<file path="src/rtl/decode_pkg.sv">
// Shared opcode/mode encodings, FSM states and the default-width decoded word
// for the instruction-decode stage.
package decode_pkg;

  localparam int DEF_INSTR_W = 16;
  localparam int DEF_OP_W    = 5;
  localparam int DEF_MODE_W  = 2;
  localparam int DEF_NUM_OPS = 16;
  localparam int DEF_MODE_N  = 2 ** DEF_MODE_W;
  localparam int DEF_OPND_W  = DEF_INSTR_W - DEF_OP_W - DEF_MODE_W;

  typedef enum logic [DEF_OP_W-1:0] {
    OP_NOP = 5'd0, OP_STA, OP_LDA, OP_ADD, OP_SUB, OP_AND, OP_OR, OP_NOT,
    OP_J, OP_JN, OP_JZ, OP_IN, OP_OUT, OP_SHR, OP_SHL, OP_HLT
  } opcode_e;

  typedef enum logic [DEF_MODE_W-1:0] {
    MODE_DIR = 2'd0, MODE_IND, MODE_IM, MODE_SOP
  } mode_e;

  typedef enum logic {
    RUN    = 1'b0,
    HALTED = 1'b1
  } stageState_e;

  typedef struct packed {
    logic [DEF_NUM_OPS-1:0] op;
    logic [DEF_MODE_N-1:0]  mode;
    logic [DEF_OPND_W-1:0]  operand;
    logic                   illegal;
  } decoded_t;

endpackage

</file>
<file path="src/rtl/decode_skid_buf.sv">
// Two-entry valid/ready skid buffer (output register + spare entry), strict FIFO order.
// Latency: 1 cycle input to output. Backpressure: inRdy = spare empty, purely from registers.
// Output holds stable while outVld & !outRdy.
module decode_skid_buf
  import decode_pkg::*;
#(
  parameter type T = decoded_t
) (
  input  logic clock,
  input  logic reset,
  input  logic inVld,
  output logic inRdy,
  input  T     inDat,
  output logic outVld,
  input  logic outRdy,
  output T     outDat
);

  logic spVld;
  T     spDat;
  logic push;
  logic pop;

  assign inRdy = ~spVld;
  assign push  = inVld & inRdy;
  assign pop   = outVld & outRdy;

  always_ff @(posedge clock) begin
    if (reset) begin
      outVld <= 1'b0;
      spVld  <= 1'b0;
      outDat <= '0;
      spDat  <= '0;
    end else if (!outVld || pop) begin
      // Output slot frees up: the older spare word goes first, the new word refills the spare.
      if (spVld) begin
        outDat <= spDat;
        outVld <= 1'b1;
        spVld  <= push;
        if (push) spDat <= inDat;
      end else begin
        outVld <= push;
        if (push) outDat <= inDat;
      end
    end else if (push) begin
      spDat <= inDat;
      spVld <= 1'b1;
    end
  end

endmodule

</file>
<file path="src/rtl/instr_decode_stage.sv">
// Decode stage: splits the word into one-hot opcode/mode + operand; HLT freezes intake until resume.
// Latency 1 cycle; in_ready registered (spare empty & RUN), no path from out_ready.
// Optional accept/illegal statistics counters under DECODE_STATS_EN.
module instr_decode_stage
  import decode_pkg::*;
#(
  parameter int INSTR_W = 16,
  parameter int OP_W    = 5,
  parameter int MODE_W  = 2,
  parameter int NUM_OPS = 16,
  parameter int HLT_OP  = 15
) (
  input  logic                            clock,
  input  logic                            reset,
  input  logic                            in_valid,
  output logic                            in_ready,
  input  logic [INSTR_W-1:0]              in_instr,
  output logic                            out_valid,
  input  logic                            out_ready,
  output logic [NUM_OPS-1:0]              out_op,
  output logic [2**MODE_W-1:0]            out_mode,
  output logic [INSTR_W-OP_W-MODE_W-1:0]  out_operand,
  output logic                            out_illegal,
  output logic                            halted,
  input  logic                            resume,
  output logic [31:0]                     stat_instr,
  output logic [15:0]                     stat_illegal
);

  localparam int MODE_N = 2 ** MODE_W;
  localparam int OPND_W = INSTR_W - OP_W - MODE_W;

  typedef struct packed {
    logic [NUM_OPS-1:0] op;
    logic [MODE_N-1:0]  mode;
    logic [OPND_W-1:0]  operand;
    logic               illegal;
  } stageWord_t;

  logic [OP_W-1:0]   opcode;
  logic [MODE_W-1:0] mode;
  stageWord_t        dec;
  stageWord_t        held;
  stageState_e       state;
  stageState_e       nextState;
  logic              run;
  logic              bufRdy;
  logic              accept;
  logic              isHlt;

  assign opcode = in_instr[INSTR_W-1 -: OP_W];
  assign mode   = in_instr[INSTR_W-OP_W-1 -: MODE_W];

  // Opcode k maps to the MSB-first bit NUM_OPS-1-k; same for modes.
  always_comb begin
    dec         = '0;
    dec.illegal = int'(opcode) >= NUM_OPS;
    dec.operand = in_instr[OPND_W-1:0];
    for (int k = 0; k < NUM_OPS; k++) dec.op[NUM_OPS-1-k] = (int'(opcode) == k);
    for (int m = 0; m < MODE_N; m++) dec.mode[MODE_N-1-m] = (int'(mode) == m);
  end

  assign isHlt    = ~dec.illegal & (int'(opcode) == HLT_OP);
  assign run      = (state == RUN);
  assign halted   = (state == HALTED);
  assign in_ready = bufRdy & run;
  assign accept   = in_valid & in_ready;

  always_ff @(posedge clock) begin
    if (reset) state <= RUN;
    else       state <= nextState;
  end

  always_comb begin
    nextState = state;
    case (state)
      RUN:     if (accept && isHlt) nextState = HALTED;
      HALTED:  if (resume) nextState = RUN;
      default: nextState = RUN;
    endcase
  end

  decode_skid_buf #(
    .T(stageWord_t)
  ) u_skid (
    .clock  (clock),
    .reset  (reset),
    .inVld  (in_valid & run),
    .inRdy  (bufRdy),
    .inDat  (dec),
    .outVld (out_valid),
    .outRdy (out_ready),
    .outDat (held)
  );

  assign out_op      = held.op;
  assign out_mode    = held.mode;
  assign out_operand = held.operand;
  assign out_illegal = held.illegal;

`ifdef DECODE_STATS_EN
  logic [31:0] instrCnt;
  logic [15:0] illegalCnt;

  always_ff @(posedge clock) begin
    if (reset) begin
      instrCnt   <= '0;
      illegalCnt <= '0;
    end else if (accept) begin
      instrCnt <= instrCnt + 32'd1;
      if (dec.illegal && illegalCnt != 16'hFFFF) illegalCnt <= illegalCnt + 16'd1;
    end
  end

  assign stat_instr   = instrCnt;
  assign stat_illegal = illegalCnt;
`else
  assign stat_instr   = '0;
  assign stat_illegal = '0;
`endif

endmodule

</file>
<file path="config.mk">
export PLATFORM = sky130hd
export DESIGN_NAME = instr_decode_stage
export DESIGN_NICKNAME = d
export VERILOG_FILES = /design/src/rtl/decode_pkg.sv /design/src/rtl/decode_skid_buf.sv /design/src/rtl/instr_decode_stage.sv
export SDC_FILE = /design/constraint.sdc
export NUM_CORES = 1
export LEC_CHECK = 0
export CORE_MARGIN = 5
export CORE_UTILIZATION = 40
export CTS_BUF_LIST = sky130_fd_sc_hd__clkbuf_16
export DETAILED_ROUTE_END_ITERATION = 6
export PLACE_DENSITY = 0.74
export REMOVE_ABC_BUFFERS = 1
export SETUP_SLACK_MARGIN = 0.02
export SYNTH_ARGS = -nofsm -noshare
export SYNTH_HDL_FRONTEND = slang
export SYNTH_SLANG_ARGS = --single-unit
</file>
<file path="constraint.sdc">
create_clock -name clock -period 3.3 [get_ports clock]
set_input_delay 0.33 -clock clock [delete_from_list [all_inputs] [get_ports clock]]
set_output_delay 0.33 -clock clock [all_outputs]
set_load 0.02 [all_outputs]
</file>
==> impl_results.md, run 1 <==
* Outcome: finished clean
* Reg2reg end: u_skid.spDat[28]$_SDFFE_PP0P_
* Area grow syn2layout at 21.7%
* Via density per instance at 5.36
* Drt pass-1 iters at 5
* Cell Pwr Density at 525 nW/um^2
* Initial drt markers at 225
* Final Cycle Share at 0.669
* Clock Sinks at 63
* Post-Syn Area at 3300 sq um
* Setup Crit Path Kind: input port to flop
* Unrepaired setup endpoints after global routing: no
* Starting Density at 0.406
* Dominant cell type by area after synthesis: dfxtp_1
* Area of the core at 8130 sq um
* Setup crit end: u_skid.spDat[28]$_SDFFE_PP0P_
* CTS H-tree depth at 3
* Worst Setup End Kind: flop
* Final setup violation count at 0
* Max-slew violations at 0
* GRT overflow at 0
* Commonest non-fill, non-tap cell in the layout: dfxtp_1
* Most frequent cells in the layout: dfxtp_1, clkdlybuf4s50_1, conb_1, nand2_1, o21ai_0
* Netlist cell types at 36
* First-pass GRT wire length at 13200 microns
* Rows at 33
* Clk slew on worst S/H paths at 0.05 ns
* Final hold vios at 0
* Worst EP arrival at 2.38 ns
* Initial antenna violation count at 0
* Cells after Synth at 382
* Critical-path cell with the highest stage delay: or4b_1
* Top Ports at 102
* Max-slew headroom at 0.369
* Crit path cell chain: clkdlybuf4s50_1, or4b_1, nor2_2, o21ai_0
* DIE WIDTH at 101 microns
* #FFs+latches synth at 63
* Inserted Clock Buffers at 9
* Post-CTS Resized at 0
* Critical path depth at 4
* Startpoint Class: input port
* Final cell count without fillers at 529
* Achievable Freq at 453 MHz
* Layout Nets at 440
* CTS Hold Bufs at 0
* Slew @ Worst Pin at 0.933 ns
* Die height at 101 microns
* Util after Layout at 0.495
* Ant. Diodes at 0
* GRT Overall Usage at 0.158
* Max-cap violations at 0
* Final Critical Period at 2.21 ns
* Worst Reg-to-Reg Cells at 3
* Synth warn at 0
* Flop-to-flop setup slack at 1.28 ns
* Worst Hold Class: flop to flop
* Post-placement cell count at 513
* GPL Wtd Cong at 0.799
* Sequential fraction of the synthesis area at 0.382
* DR vias at 2833
* Largest net degree at the start of global routing at 47
* Hpwl dp at 5390 microns
* Syn_area_per_cell at 8.65 sq um
* Worst Clk Skew at 0.00450 ns
* Cell leakage power at 0.00153 uW
* Maximum root-to-sink buffer count at 2
* R2R Path Start: u_skid.outVld$_SDFFE_PP0N_
* Drt total wl at 8040 microns
* Port Buffer Count at 53
* Primary FF master, synth: dfxtp_1
* Residual DRC at 0
* Area share of the largest cell type after synthesis at 0.382
* Post-synth EDFFs at 0
* Max IR drop VDD at 0.275 mV
* Req. time, crit path at 3.47 ns
* Die area at 10200 sq um
* CP Max Fanout at 16
* Wire per inst at 15.2 microns
* Root Buffer: clkbuf_16
* Post-route ant nets at 0
* Final Power at 2110 uW
* Buffer and inverter count on the worst path at 1
* Setup crit start: out_ready
* Synth area leaders: dfxtp_1, buf_4, o211ai_1
* Crit-path max cell delay at 0.79 ns
* Clk_lat worst skew at 0.32 ns
* TritonCTS clock tree: done
* Number of global-route vias before repair at 2728
* Delay-heaviest family, CP: simple AND/OR/NAND/NOR gates
* Postcts setup bufs at 0
* Layout cells sized above 1 at 0.108
* Ys async rst share at 0
## logic make-up (layout without fill, tap and decap cells)
kind of cell,count (synthesis),in the layout,synth area share
muxes,10,10,0.0303
other,1,48,0.00113
DFF,63,63,0.382
and+or+nand+nor,112,112,0.194
AOI/OAI and AO/OA,111,111,0.239
buffers and inverters,85,80,0.154
## synthesized netlist by cell type, types with 2 or more instances
cell / count
buf_2: 2
nand2_1: 32
nor2b_1: 3
nor2_1: 3
nand2b_1: 2
or3b_2: 4
nand4b_1: 2
nor3b_1: 6
o211a_1: 10
nor3_1: 4
buf_4: 48
o211ai_1: 26
and3b_1: 3
mux2i_1: 10
o311ai_0: 4
clkbuf_1: 28
nand4_1: 17
dfxtp_1: 63
nand3_1: 11
o21ai_0: 30
a21oi_1: 24
nor4b_1: 3
o221a_2: 16
and2_1: 17
buf_1: 3
## routing by layer
metal	part of all wire	track usage	routed length, microns
met4	0.015	0.0634	117
met2	0.50	0.253	4010
met3	0.071	0.0436	574
met1	0.42	0.202	3350
met5	0	0	0
## tightest hold or removal path, delay by kind of cell, from the launching register on
family / cells / cell delay (ns)
flip-flops: 1 / 0.31
AO/OA/AOI/OAI: 1 / 0.06
AND/OR/NAND/NOR: 1 / 0.05
## metrics by stage
stage	setup slack [ns]	hold slack (ns)	instance area (sq um)	TNS, ns
5_1_grt	0.974	0.495	4020	0
3_5_place_dp	0.831	0.455	3720	0
4_1_cts	1.16	0.464	4020	0
2_1_floorplan	-0.592	0.399	2980	-15.29
6_report	1.09	0.464	4020	0
3_3_place_gp	0.919	0.450	3720	0
## state kept, by name, indices dropped and copies added (netlist names)
name / count
u_skid.outDat: 30
u_skid.spVld: 1
u_skid.spDat: 30
halted: 1
u_skid.outVld: 1
## layout make-up
class	instances	area, sq um
clock buffer	9	225
clock inverter	7	80.1
fill	741	4110
inverter	2	7.51
multi-input combinational	281	1720
sequential	63	1260
tap	105	131
timing repair buffer	62	598
## how the worst min path moves through the flow
stage                                              from                            end  slack (ns)  cells after the start
after floorplan                                   reset              halted$_SDFF_PP0_        0.40                      1
after global placement    u_skid.spDat[28]$_SDFFE_PP0P_  u_skid.spDat[28]$_SDFFE_PP0P_        0.45                      2
after detailed placement  u_skid.spDat[26]$_SDFFE_PP0P_  u_skid.spDat[26]$_SDFFE_PP0P_        0.45                      2
after CTS                 u_skid.spDat[20]$_SDFFE_PP0P_  u_skid.spDat[20]$_SDFFE_PP0P_        0.46                      2
after global routing      u_skid.spDat[20]$_SDFFE_PP0P_  u_skid.spDat[20]$_SDFFE_PP0P_        0.49                      2
final                     u_skid.spDat[26]$_SDFFE_PP0P_  u_skid.spDat[26]$_SDFFE_PP0P_        0.46                      2
## where the power goes
part / total [uW] / internal [uW] / leakage, uW / switching [uW]
Combinational: 329 / 129 / 0.000861 / 200
Clock: 967 / 648 / 0.000157 / 319
Sequential: 815 / 796 / 0.000515 / 19.1
Power figures use the tool's default switching activity.
==> run 2, diff against run 1 <==
clock period = 2.05 ns   (was 3.3 ns; I/O delays follow)
==> run 2 against run 1 <==
  * Sequential cell count unchanged
  * Sequential power up 61%
  * Worst hold slack worse by 0.0069 ns
  * Non-clock buffer count up 16
  * Critical path type is now flop to output pin
  * Highest routed layer unchanged
==> impl_results.md, run 2 (synthesis results as in run 1) <==
* Port Buffer Count at 53
* Wire per inst at 15.5 microns
* Req. time, crit path at 1.85 ns
* Largest registers: u_skid.outDat x30, u_skid.spDat x30
* Achievable Freq at 559 MHz
* Worst Setup End Kind: output pin
* Fillers at 767
* CP Max Fanout at 51
* Number of global-route vias before repair at 2809
* Initial drt markers at 180
* CTS H-tree depth at 3
* Postcts setup bufs at 0
* Drt pass-1 iters at 5
* First-pass GRT wire length at 13900 microns
* Rows at 33
* Cell leakage power at 0.00159 uW
* Ant. Diodes at 0
* Max IR drop VDD at 0.440 mV
* Setup Crit Path Kind: flop to output pin
* Max-cap violations at 0
* CTS Hold Bufs at 0
* Max-slew headroom at 0.627
* Area grow syn2layout at 25.3%
* Worst Clk Skew at 0.00401 ns
* Setup TNS at 0 ns
* DIE WIDTH at 101 microns
* Crit-path max cell delay at 0.61 ns
* Via density per instance at 5.34
* Layout Nets at 456
* GRT Overall Usage at 0.169
* Final hold vios at 0
* Hpwl dp at 5710 microns
* Clk_lat worst skew at 0.33 ns
* TritonCTS clock tree: done
* Root Buffer: clkbuf_16
* Final Critical Period at 1.79 ns
* Drt total wl at 8470 microns
* Die area at 10200 sq um
* Final setup violation count at 0
* Slew @ Worst Pin at 0.559 ns
* Startpoint Class: flop
* Residual DRC at 0
* Final Cycle Share at 0.873
* Max-slew violations at 0
* Crit path cell chain: buf_12, nor2_1, clkdlybuf4s50_1
* GPL Wtd Cong at 0.808
* Commonest non-fill, non-tap cell in the layout: dfxtp_1
* DR vias at 2910
* Area of the core at 8130 sq um
* GRT overflow at 0
* Largest net degree at the start of global routing at 52
* Maximum root-to-sink buffer count at 2
* Layout cells sized above 1 at 0.145
* Inserted Clock Buffers at 9
* Post-CTS Resized at 0
* Clock Sinks at 63
* Worst Hold Class: flop to flop
* Cell Pwr Density at 776 nW/um^2
* Initial antenna violation count at 0
* Final Power at 3210 uW
* Critical-path cell with the highest stage delay: clkdlybuf4s50_1
* Top Ports at 102
* Total area of sequential cells at 1260 sq um
* Most frequent cells in the layout: dfxtp_1, clkdlybuf4s50_1, conb_1, nand2_1, o21ai_0
* Starting Density at 0.406
* Outcome: finished clean
* Worst EP arrival at 1.58 ns
* Unrepaired setup endpoints after global routing: no
* Post-route ant nets at 0
* Die height at 101 microns
* Util after Layout at 0.509
* Multi-input logic area at 1720 sq um
* Clk slew on worst S/H paths at 0.05 ns
==> run 2: worst paths after layout <==
check                                start                              to  slack, ns  depth (start not counted)
max              u_skid.spVld$_SDFFE_PP0P_                        in_ready       0.26                          3
min          u_skid.spDat[17]$_SDFFE_PP0P_   u_skid.spDat[17]$_SDFFE_PP0P_       0.46                          2
max reg2reg      u_skid.spVld$_SDFFE_PP0P_  u_skid.outDat[29]$_SDFFE_PP0P_       0.43                          5
min reg2reg  u_skid.spDat[17]$_SDFFE_PP0P_   u_skid.spDat[17]$_SDFFE_PP0P_       0.46                          2
==> run 2: layer usage <==
metal  vias up  global-route usage  part of all wire
li1       1413                   -                 -
met1      1379               0.218              0.43
met2       104               0.270              0.49
met3        14              0.0346             0.057
met4         0              0.0757             0.020
met5         -                   0                 0
==> run 2: power by group <==
group / internal (uW) / total, uW / switching (uW)
clock: 803 / 1340 / 533
sequential: 1280 / 1310 / 31.4
combinational: 232 / 565 / 333
==> run 2: stage by stage <==
step | cells | instance area, sq um | setup WS, ns | hold WS (ns)
2_1_floorplan | 346 | 2980 | -1.84 | 0.274
3_3_place_gp | 529 | 3870 | 0.218 | 0.447
3_5_place_dp | 529 | 3870 | 0.220 | 0.453
4_1_cts | 545 | 4140 | 0.257 | 0.460
5_1_grt | 545 | 4140 | 0.213 | 0.481
6_report | 545 | 4140 | 0.260 | 0.457
==> run 2: layout make-up <==
class                           instances  share of cell area
Multi-Input combinational cell        281               0.415
Sequential cell                        63               0.305
Timing Repair Buffer                   78               0.183
Clock buffer                            9              0.0544
Tap cell                              105              0.0317
Clock inverter                          7             0.00967
Inverter                                2             0.00181
==> run 2: critical path: cells and delay by family, from the launching register on <==
family	cells	cell delay, ns
flops	1	0.33
simple gates	1	0.12
buf+inv	2	0.79
